[config.mk]
export PLATFORM = sky130hd
export DESIGN_NAME = game_sequencer
export DESIGN_NICKNAME = d
export VERILOG_FILES = /design/src/rtl/game_pkg.sv /design/src/rtl/beat_prescaler.sv /design/src/rtl/game_sequencer.sv
export SDC_FILE = /design/constraint.sdc
export NUM_CORES = 1
export LEC_CHECK = 0
export BUFFER_PORTS_ARGS = -buffer_cell sky130_fd_sc_hd__buf_2
export CAP_MARGIN = 30
export CORE_ASPECT_RATIO = 1.5
export CORE_MARGIN = 1
export CORE_UTILIZATION = 40
export CTS_BUF_LIST = sky130_fd_sc_hd__clkbuf_8 sky130_fd_sc_hd__clkbuf_16
export CTS_CLUSTER_SIZE = 40
export DETAILED_ROUTE_END_ITERATION = 10
export PLACE_DENSITY = 0.66
export SYNTH_ARGS = -nofsm -noshare
export SYNTH_HDL_FRONTEND = slang
export SYNTH_SLANG_ARGS = --single-unit
[constraint.sdc]
create_clock -name clk -period 7.1 [get_ports clk]
set_input_delay 1.42 -clock clk [delete_from_list [all_inputs] [get_ports clk]]
set_output_delay 1.42 -clock clk [all_outputs]
set_load 0.01 [all_outputs]
[src/rtl/game_pkg.sv]
// Shared types and encodings for the piano-block play-flow controller.
package game_pkg;

    typedef enum logic [1:0] {
        TITLE,
        COUNTDOWN,
        PLAY,
        OVER
    } state_e;

    localparam logic [2:0] ST_TITLE = 3'b001;
    localparam logic [2:0] ST_PLAY  = 3'b010;
    localparam logic [2:0] ST_OVER  = 3'b100;

    function automatic logic is_onehot3(input logic [2:0] v);
        return (v == 3'b001) || (v == 3'b010) || (v == 3'b100);
    endfunction

endpackage

[src/rtl/beat_prescaler.sv]
// Free-running tick divider with a loadable period and synchronous clear.
module beat_prescaler #(
    parameter int unsigned RESET_PERIOD = 1
) (
    input  logic        clk,
    input  logic        rst_n,
    input  logic        load,
    input  logic [31:0] period_in,
    input  logic        clr,
    output logic        tick
);

    logic [31:0] period_q;
    logic [31:0] cnt_q;

    assign tick = (cnt_q == period_q - 32'd1);

    always_ff @(posedge clk or negedge rst_n) begin
        if (!rst_n) begin
            period_q <= 32'(RESET_PERIOD);
            cnt_q    <= 32'd0;
        end else if (load) begin
            period_q <= period_in;
            cnt_q    <= 32'd0;
        end else if (clr || tick) begin
            cnt_q <= 32'd0;
        end else begin
            cnt_q <= cnt_q + 32'd1;
        end
    end

endmodule

[src/rtl/game_sequencer.sv]
// Play-flow controller: title, countdown, play and game-over states, driving the note
// address and a single-clock beat strobe for all downstream consumers.
module game_sequencer
    import game_pkg::*;
#(
    parameter int unsigned CLK_HZ   = 100_000_000,
    parameter int unsigned EASY_HZ  = 2,
    parameter int unsigned HARD_HZ  = 4,
    parameter int unsigned SONG_LEN = 128,
    parameter int unsigned LOOPS    = 2,
    parameter int unsigned CD_BEATS = 3,
    localparam int unsigned AW      = $clog2(SONG_LEN),
    localparam int unsigned CW      = $clog2(CD_BEATS + 1),
    localparam int unsigned LW      = $clog2(LOOPS + 1)
) (
    input  logic          clk,
    input  logic          rst_n,
    input  logic [2:0]    choice,
    input  logic          level,
    input  logic          start,
    output logic [2:0]    status,
    output logic [AW-1:0] addr,
    output logic          beat,
    output logic [CW-1:0] countdown,
    output logic [LW-1:0] loop_cnt,
    output logic          song_done,
    output logic [2:0]    song_sel
);

    localparam logic [31:0]   P_EASY    = 32'(CLK_HZ / EASY_HZ);
    localparam logic [31:0]   P_HARD    = 32'(CLK_HZ / HARD_HZ);
    localparam logic [AW-1:0] LAST_ADDR = AW'(SONG_LEN - 1);

    state_e state_q;
    logic   tick;
    logic   go, abort, cd_done, last_beat, restart, pre_clr;

    always_comb begin
        go        = 1'b0;
        abort     = 1'b0;
        cd_done   = 1'b0;
        last_beat = 1'b0;
        restart   = 1'b0;
        unique case (state_q)
            TITLE:     go = start && is_onehot3(choice);
            COUNTDOWN: begin
                abort   = (choice != song_sel);
                cd_done = !abort && tick && (countdown == CW'(1));
            end
            PLAY: begin
                abort     = (choice != song_sel);
                last_beat = !abort && tick && (addr == LAST_ADDR) &&
                            (loop_cnt == LW'(LOOPS - 1));
            end
            OVER:      restart = start;
            default:   ;
        endcase
        // Every state entry restarts the period; entry to COUNTDOWN does so via load.
        pre_clr = abort || cd_done || last_beat || restart;
    end

    beat_prescaler #(
        .RESET_PERIOD(P_EASY)
    ) u_prescaler (
        .clk      (clk),
        .rst_n    (rst_n),
        .load     (go),
        .period_in(level ? P_HARD : P_EASY),
        .clr      (pre_clr),
        .tick     (tick)
    );

    always_ff @(posedge clk or negedge rst_n) begin
        if (!rst_n) begin
            state_q   <= TITLE;
            status    <= ST_TITLE;
            addr      <= '0;
            beat      <= 1'b0;
            countdown <= '0;
            loop_cnt  <= '0;
            song_done <= 1'b0;
            song_sel  <= 3'b001;
        end else begin
            beat      <= 1'b0;
            song_done <= 1'b0;
            unique case (state_q)
                TITLE: begin
                    if (go) begin
                        state_q   <= COUNTDOWN;
                        status    <= ST_PLAY;
                        song_sel  <= choice;
                        countdown <= CW'(CD_BEATS);
                    end
                end
                COUNTDOWN: begin
                    if (abort) begin
                        state_q   <= TITLE;
                        status    <= ST_TITLE;
                        addr      <= '0;
                        countdown <= '0;
                        loop_cnt  <= '0;
                    end else if (tick) begin
                        if (cd_done) begin
                            state_q   <= PLAY;
                            countdown <= '0;
                            addr      <= '0;
                            loop_cnt  <= '0;
                        end else begin
                            countdown <= countdown - CW'(1);
                        end
                    end
                end
                PLAY: begin
                    if (abort) begin
                        state_q   <= TITLE;
                        status    <= ST_TITLE;
                        addr      <= '0;
                        countdown <= '0;
                        loop_cnt  <= '0;
                    end else if (tick) begin
                        beat <= 1'b1;
                        if (addr == LAST_ADDR) begin
                            addr <= '0;
                            if (last_beat) begin
                                state_q   <= OVER;
                                status    <= ST_OVER;
                                song_done <= 1'b1;
                                loop_cnt  <= LW'(LOOPS);
                            end else begin
                                loop_cnt <= loop_cnt + LW'(1);
                            end
                        end else begin
                            addr <= addr + AW'(1);
                        end
                    end
                end
                OVER: begin
                    if (restart) begin
                        state_q  <= TITLE;
                        status   <= ST_TITLE;
                        loop_cnt <= '0;
                    end
                end
                default: begin
                    state_q <= TITLE;
                    status  <= ST_TITLE;
                end
            endcase
        end
    end

endmodule
==> key figures, run 1 <==
Run status
  – Outcome: finished, final reports clean

Clock tree
  – H-Tree Level Count: 2
  – Clock transition at the registers of the reported paths: 0.07 ns
  – Clk sink count: 55
  – CTS root buffer: clkbuf_16
  – Postcts setup bufs: 0
  – CTS tree: done
  – Clock tree buffer depth: 2
  – Clk_lat worst skew: 0.30 ns
  – CTS Buf Count: 5
  – Cts repair resizes: 0
  – CTS hold repair buffers: 0

Logic synthesis
  – Post-Synthesis Cells: 331
  – Netlist Area Pre-Place: 3184 µm²
  – Sequential element share of the synthesized area: 43.34%
  – Main synth FF type: dfrtp_1
  – Post-synth top area cell: dfrtp_1
  – Yosys top cell area share: 40.86%
  – Synth Warn #: 0
  – Synth top area cells: dfrtp_1 41%, xor2_1 7.2%, nor2_1 5.5%, ha_1 4.3%, nand3_1 4.2%
  – Post-synth EDFFs: 0
  – Post-synthesis net count: 349
  – Fraction of registers with async set/reset: 100.0%
  – Avg Inst Size Synth: 9.620 µm²
  – Yosys reg bits: 55
  – Post-synthesis cell type count: 54

Timing
  – Final Cycle Share: 42.52%
  – RSZ-0062 raised after global routing: false
  – Slew Limit Fails: 0
  – Fin. Hold Viols: 0
  – Fin Hold WS: 0.4981 ns
  – Worst Tran Pin Value: 0.7503 ns
  – Slew margin rel.: 49.52%
  – Fmax: 331.3 MHz
  – TNS Setup: 0 ns
  – Final Setup Violations: 0
  – Post-layout minimum cycle time: 3.019 ns
  – Clock Skews: 0.005599 ns

Power
  – Peak supply drop: 0.1629 mV
  – PwrDens: 311.1 nW/µm²
  – Total leakage power: 1.604 nW

Critical path
  – R2R Setup Slk: 4.19 ns
  – Reg2reg end: state_q[1]
  – Critical path data arrival time: 3.20 ns
  – Crit-path max FO: 6
  – Path type of the worst setup path: in -> reg
  – CP startpoint: choice[1]
  – R2R cell count: 8
  – Crit path capture: state_q[1]
  – Worst EP required: 7.28 ns
  – Crit. End Element: flop
  – CP Launch Type: primary input
  – Reg2reg start: u_prescaler.period_q[23]

Floorplan
  – # rows: 39
  – Chip Height: 111.3 µm
  – Core ar.: 7661 µm²
  – Initial core utilization: 41.56%
  – Ports: 26
  – Die Wd: 74.85 µm
  – Die Footprint: 8329 µm²

Final layout
  – Antenna cell count: 0
  – Area growth syn-to-layout: 11.47%
  – Final cell count without fillers: 456
  – Layout Utilization: 46.33%
  – Most frequent cells in the layout: 52 x dfrtp_1, 47 x nor2_1, 27 x nand3_1, 26 x xor2_1, 25 x buf_2
  – # nets final: 372
  – Leading cell type in the layout, fill and taps excluded: dfrtp_1
  – Proportion of layout cells with a drive suffix above 1: 14.97%

Routing
  – Residual DRC: 0
  – DR iter-0 viols: 87
  – Drt pass-1 iters: 4
  – Avg WL per Cell: 14.90 µm
  – Vias per cell: 5.439
  – Remaining antenna violation count: 0
  – Final WL: 6.795 mm
  – Vias: 2,480

GRT
  – Vias in the first global route: 2,565
  – Antenna violations before repair: 0
  – Largest net degree at the start of global routing: 56
  – Global-route wire length before repair: 11.83 mm
  – GRT Total Usage: 18.39%
  – Congestion Overflow GR: 0

Place
  – Cell Count Post-Placement: 449
  – Final HPWL DP: 4.999 mm
  – Global placer's final weighted congestion: 0.9127
  – Port-buffer cells: 25

Min path
  – Hold WC Path Type: reg -> reg

Flow run
  – Maximum capacitance violations: 0
==> cell families after synthesis <==
| group | count (synthesis) | share of synthesized area [%] |
|---|---|---|
| compound gates | 36 | 9.156 |
| xor+xnor | 40 | 11.00 |
| fa+ha+maj | 11 | 4.322 |
| buf+inv | 21 | 2.750 |
| flops | 55 | 43.34 |
| mux | 11 | 3.812 |
| simple gates | 157 | 25.62 |
==> power by group <==
| group | total (mW) | switching, mW | internal (mW) |
|---|---|---|---|
| Combinational | 0.446 | 0.267 | 0.179 |
| Clock | 0.252 | 0.112 | 0.140 |
| Sequential | 0.407 | 0.0459 | 0.361 |
| Total | 1.10 | 0.425 | 0.680 |
==> critical path, stage by stage <==
cell and delay [ns]:
buf_2 0.14, xor2_1 0.18, nor3_1 0.38, nand3_1 0.13, o41ai_1 0.32, nor3b_2 0.28, mux2_1 0.34
==> layout make-up <==
type	instances	area (µm²)
Fill cell	751	4111
Multi-Input combinational cell	255	1717
Inverter	10	37.54
Tap cell	102	127.6
Sequential cell	55	1380
Clock inverter	1	8.758
Clock buffer	6	138.9
Timing Repair Buffer	27	140.1
==> registers in the layout, indices dropped and copies added (netlist names) <==
signal and cells:
u_prescaler.cnt_q 32, song_sel 3, beat 1, addr 7, state_q 2, u_prescaler.period_q 2, countdown 2, status 3
song_done 1, loop_cnt 2
==> routing by layer <==
metal	track usage, %	share of wire (%)	up-vias
li1	-	-	1212
met1	20.46	39	1211
met2	33.21	56	45
met3	3.182	2.4	12
met4	7.296	2.3	0
met5	0	0	-
==> synth_stat cells (5+ instances only) <==
cell and number:
a21oi_1 7, and3_1 11, and4_1 5, clkbuf_1 9, dfrtp_1 52, ha_1 11
inv_1 10, mux2_2 7, nand2_1 22, nand3_1 27, nand4_1 7, nor2_1 47
nor3_1 9, o21ai_0 6, xnor2_1 14, xor2_1 26
==> how the worst min path moves through the flow <==
stage,startpoint,end,slack [ns],cells after the start
2_1_floorplan,u_prescaler.cnt_q[0],u_prescaler.cnt_q[0],0.48,1
3_3_place_gp,status[2],status[2],0.49,1
3_5_place_dp,status[2],status[2],0.49,1
4_1_cts,status[2],status[2],0.51,1
5_1_grt,status[1],status[1],0.53,1
6_report,status[2],status[2],0.50,1
==> metrics by stage <==
step	setup slack (ns)	power (mW)	area, µm²
2_1_floorplan	3.973	0.7385	3184
3_3_place_gp	3.834	0.8568	3402
3_5_place_dp	3.791	0.8624	3402
4_1_cts	4.115	1.119	3550
5_1_grt	3.996	1.183	3550
6_report	4.081	1.104	3550
(Power assumes the default switching activity.)
==> run 2: changes to the inputs <==
Clock period 7.1 ns to 2.8 ns, I/O delays scaled along.
==> run 2 against run 1 <==
Net effect: design area grew 4.1%; highest routed layer unchanged; combinational power grew to 2.8 times the previous value; largest power group unchanged; worst setup slack got worse by 4.0 ns; non-clock buffer count up 12; die area unchanged.
==> key figures, run 2 (synthesized netlist as in run 1, its figures left out) <==
Power
  – Total power: 3.033 mW
  – Peak supply drop: 0.3850 mV
  – Total leakage power: 1.689 nW
  – PwrDens: 820.6 nW/µm²

Timing
  – Fin Hold WS: 0.3862 ns
  – Final Cycle Share: 96.35%
  – Final worst slack: 0.1023 ns
  – Post-layout minimum cycle time: 2.698 ns
  – Slew margin rel.: 54.20%
  – Final Setup Violations: 0
  – Clock Skews: 0.004886 ns
  – Fmax: 370.7 MHz
  – TNS Setup: 0 ns
  – Slew Limit Fails: 0
  – Fin. Hold Viols: 0
  – RSZ-0062 raised after global routing: false
  – Worst Tran Pin Value: 0.6870 ns

Critical path
  – Critical path data arrival time: 2.88 ns
  – Reg2reg end: addr[6]
  – R2R cell count: 8
  – Worst EP required: 2.98 ns
  – Reg2reg start: u_prescaler.period_q[23]
  – Crit-path max FO: 7
  – R2R Setup Slk: 0.10 ns
  – Path type of the worst setup path: reg -> reg
  – Crit. End Element: flop
  – CP Launch Type: flop

Routing
  – Remaining antenna violation count: 0
  – Avg WL per Cell: 14.87 µm
  – Vias per cell: 5.454
  – Drt pass-1 iters: 6
  – DR iter-0 viols: 123
  – Residual DRC: 0
  – Final WL: 6.974 mm
  – Vias: 2,558

Flow run
  – Maximum capacitance violations: 0

GRT
  – Congestion Overflow GR: 0
  – Antenna violations before repair: 0
  – Largest net degree at the start of global routing: 56
  – Vias in the first global route: 2,658
  – GRT Total Usage: 18.83%
  – Global-route wire length before repair: 12.18 mm

Final layout
  – Register Area: 1380 µm²
  – Proportion of layout cells with a drive suffix above 1: 18.80%
  – Area growth syn-to-layout: 16.07%
  – Layout Utilization: 48.24%
  – Footprint of the multi-input gates: 1730 µm²
  – Antenna cell count: 0
  – Max reg flops: 32
  – Final cell count without fillers: 469
  – Reg with most FFs: u_prescaler.cnt_q
  – Largest regs: u_prescaler.cnt_q: 32 flops, addr: 7 flops
  – # nets final: 384
  – Most frequent cells in the layout: 52 x dfrtp_1, 47 x nor2_1, 27 x nand3_1, 26 x xor2_1, 25 x buf_2
  – Leading cell type in the layout, fill and taps excluded: dfrtp_1
  – Fillers: 735
  – Post-Layout Inst Area: 3696 µm²

Run status
  – Outcome: finished, final reports clean

Clock tree
  – CTS Buf Count: 5
  – Clk sink count: 55
  – Clock transition at the registers of the reported paths: 0.07 ns
  – CTS root buffer: clkbuf_16
  – CTS hold repair buffers: 0
  – Clock tree buffer depth: 2
  – H-Tree Level Count: 2
  – Clk_lat worst skew: 0.29 ns
  – CTS tree: done

Min path
  – Hold WC Path Type: in -> async

Place
  – Global placer's final weighted congestion: 0.8892
  – Cell area after placement: 3497 µm²
  – Cell Count Post-Placement: 460
  – Pre-CTS setup slack: 0.04895 ns
  – Final HPWL DP: 5.198 mm
  – Port-buffer cells: 25

Floorplan
  – Die Footprint: 8329 µm²
  – Core ar.: 7661 µm²
  – # rows: 39
  – Ports: 26
  – Chip Height: 111.3 µm
  – Initial core utilization: 41.56%
  – Die Wd: 74.85 µm
==> run 2: cell types whose count changed in the layout (fill, tap and decap cells not counted), sizes merged <==
cell and change:
buf +12, bufinv +1
==> run 2: area by class of cell <==
cell class | count | share of cell area (%)
multi-input combinational | 255 | 46.82
clock buffer | 6 | 3.758
sequential | 55 | 37.34
tap | 102 | 3.453
timing repair buffer | 39 | 6.567
inverter | 10 | 1.016
clock inverter | 2 | 1.049
==> run 2: power breakdown <==
group,switching [mW],total [mW],internal [mW]
combinational,0.727,1.27,0.545
sequential,0.111,1.03,0.915
clock,0.285,0.735,0.450
total,1.12,3.03,1.91
==> run 2: layer usage <==
layer  vias to the layer above  share of wire (%)  global-route usage (%)
met3                        22                2.5                   2.545
met5                         -                  0                       0
met1                      1246                 40                   20.83
li1                       1233                  -                       -
met4                         0                4.3                   10.31
met2                        57                 53                   33.21
==> run 2: worst max path at each step <==
| stage | end | cells after the start | slack, ns | startpoint |
|---|---|---|---|---|
| 6_report | addr[6] | 8 | 0.10 | u_prescaler.period_q[23] |
| 5_1_grt | state_q[1] | 8 | 0.00009 | u_prescaler.period_q[23] |
| 4_1_cts | addr[6] | 8 | 0.02 | u_prescaler.period_q[23] |
| 3_5_place_dp | addr[6] | 8 | 0.05 | u_prescaler.period_q[23] |
| 3_3_place_gp | state_q[1] | 8 | 0.07 | u_prescaler.period_q[23] |
| 2_1_floorplan | state_q[1] | 8 | 0.21 | u_prescaler.period_q[23] |
==> run 2: worst max-delay path, cell delays in order (launching register included) <==
cell	delay, ns
dfstp_2	0.57
inv_1	0.07
ha_1	0.21
or3_1	0.37
a22oi_1	0.23
and4_2	0.37
a31oi_4	0.12
or2_4	0.29
a221o_1	0.34
==> run 2: what timing repair did <==
item / CTS / global route
endpoints found under the setup margin: 1 / 8
pin swaps: 0 / 1
resized for setup: 1 / 2
setup buffers: 0 / 1
==> run 3: changes to the inputs <==
Settings changed: CTS_CLUSTER_SIZE 40 to 10, GPL_TIMING_DRIVEN set to 0, SETUP_SLACK_MARGIN set to 0.2.
==> run 3 against run 2 <==
Net effect: clock skew barely moved; non-clock buffer count rose by 1; utilization rose by 0.69 points; critical path depth fell by 2.
==> key figures, run 3 (synthesized netlist as in run 1, its figures left out) <==
Final layout
  – Largest regs: u_prescaler.cnt_q: 32 flops, addr: 7 flops
  – Antenna cell count: 0
  – Area growth syn-to-layout: 17.72%
  – Layout Utilization: 48.93%
  – Post-Layout Inst Area: 3749 µm²
  – Most frequent cells in the layout: 51 x dfrtp_1, 47 x nor2_1, 26 x xor2_1, 25 x nand3_1, 24 x buf_2
  – Fillers: 740
  – Reg with most FFs: u_prescaler.cnt_q
  – Max reg flops: 32
  – Final cell count without fillers: 470
  – Proportion of layout cells with a drive suffix above 1: 20.65%
  – # nets final: 385
  – Leading cell type in the layout, fill and taps excluded: dfrtp_1
  – Register Area: 1381 µm²
  – Footprint of the multi-input gates: 1813 µm²

Timing
  – Final Cycle Share: 93.32%
  – Slew Limit Fails: 0
  – Slew margin rel.: 48.30%
  – Final Setup Violations: 0
  – TNS Setup: 0 ns
  – Final worst slack: 0.1871 ns
  – Fin. Hold Viols: 0
  – Worst Tran Pin Value: 0.7683 ns
  – Post-layout minimum cycle time: 2.613 ns
  – Fin Hold WS: 0.2889 ns
  – Fmax: 382.7 MHz
  – Clock Skews: 0.004842 ns
  – RSZ-0062 raised after global routing: true

Routing
  – Avg WL per Cell: 15.20 µm
  – Drt pass-1 iters: 4
  – Vias per cell: 5.438
  – Remaining antenna violation count: 0
  – Residual DRC: 0
  – Final WL: 7.143 mm
  – DR iter-0 viols: 164
  – Vias: 2,556

Critical path
  – Crit. End Element: flop
  – Critical path data arrival time: 2.79 ns
  – Reg2reg start: u_prescaler.cnt_q[27]
  – Reg2reg end: state_q[1]
  – R2R cell count: 6
  – CP Launch Type: flop
  – Crit-path max FO: 4
  – Path type of the worst setup path: reg -> reg
  – Worst EP required: 2.98 ns
  – R2R Setup Slk: 0.19 ns

Floorplan
  – Die Footprint: 8329 µm²
  – Core ar.: 7661 µm²
  – Ports: 26
  – Initial core utilization: 41.56%
  – Chip Height: 111.3 µm
  – # rows: 39
  – Die Wd: 74.85 µm

GRT
  – Vias in the first global route: 2,512
  – Met1 global-route usage: 20.63%
  – M2 GR Usage: 34.17%
  – GRT Total Usage: 18.71%
  – Congestion Overflow GR: 0
  – GRT met3 Usage: 3.364%
  – Global-route wire length before repair: 11.92 mm
  – Gr busiest metal: met2
  – Antenna violations before repair: 0
  – Largest net degree at the start of global routing: 29

Clock tree
  – Clock transition at the registers of the reported paths: 0.07 ns
  – Clock tree buffer depth: 2
  – H-Tree Level Count: 2
  – CTS hold repair buffers: 0
  – Clk sink count: 55
  – CTS Buf Count: 5
  – CTS root buffer: clkbuf_16
  – Clk_lat worst skew: 0.29 ns
  – CTS tree: done

Min path
  – Hold WC Path Type: in -> async

Place
  – Global placer's final weighted congestion: 0.8520
  – Cell area after placement: 3442 µm²
  – Final HPWL DP: 5.303 mm
  – Port-buffer cells: 22
  – Pre-CTS setup slack: -0.03474 ns
  – Cell Count Post-Placement: 456

Run status
  – Outcome: finished, final reports clean

Power
  – Total leakage power: 1.706 nW
  – Total power: 2.999 mW
  – Peak supply drop: 0.3680 mV
  – PwrDens: 800.1 nW/µm²

Flow run
  – Maximum capacitance violations: 0
-- run 3: cell count changes in the layout (fill, tap and decap cells not counted), sizes merged --
cell    delta
clkbuf     +9
buf        -7
bufinv     -1
-- run 3: worst max-delay path, cell delays in order, from the launching register on --
cell and delay (ns):
dfrtp_1 0.40, nand4b_1 0.19, or4_1 0.55, or3_4 0.44
o41ai_4 0.34, nor3b_4 0.26, mux2_4 0.32
-- run 3: how the worst max path moves through the flow --
stage	from	to	slack, ns	cells past startpoint
2_1_floorplan	u_prescaler.period_q[23]	state_q[1]	0.21	8
3_5_place_dp	u_prescaler.period_q[23]	state_q[1]	-0.03	8
6_report	u_prescaler.cnt_q[27]	state_q[1]	0.19	6
4_1_cts	u_prescaler.cnt_q[23]	state_q[1]	0.21	6
5_1_grt	u_prescaler.period_q[23]	state_q[1]	0.12	8
3_3_place_gp	u_prescaler.period_q[23]	state_q[1]	-0.06	8
-- run 3: layout make-up --
class | instances | share of cell area [%]
Timing Repair Buffer | 29 | 4.673
Buffer | 11 | 1.535
Sequential cell | 55 | 36.85
Clock buffer | 7 | 4.072
Clock inverter | 1 | 0.1001
Multi-Input combinational cell | 255 | 48.36
Tap cell | 102 | 3.405
Inverter | 10 | 1.001
-- run 3: timing repair --
item | in CTS | in global routing
endpoints found under the setup margin | 41 | 41
pin swaps | 6 | 3
gates resized for setup | 16 | 12
buffers inserted | 5 | 1
-- run 3: per-layer routing --
metal / vias up / wire (µm) / share of wire (%)
met5: - / 0 / 0
met4: 0 / 142 / 2.0
met3: 13 / 196 / 2.7
met2: 49 / 3942 / 55
met1: 1252 / 2862 / 40
li1: 1242 / - / -
-- run 3: power by group --
part | switching (mW) | internal (mW) | leakage, nW
combinational | 0.764 | 0.558 | 0.888
sequential | 0.110 | 0.915 | 0.737
clock | 0.275 | 0.378 | 0.0813
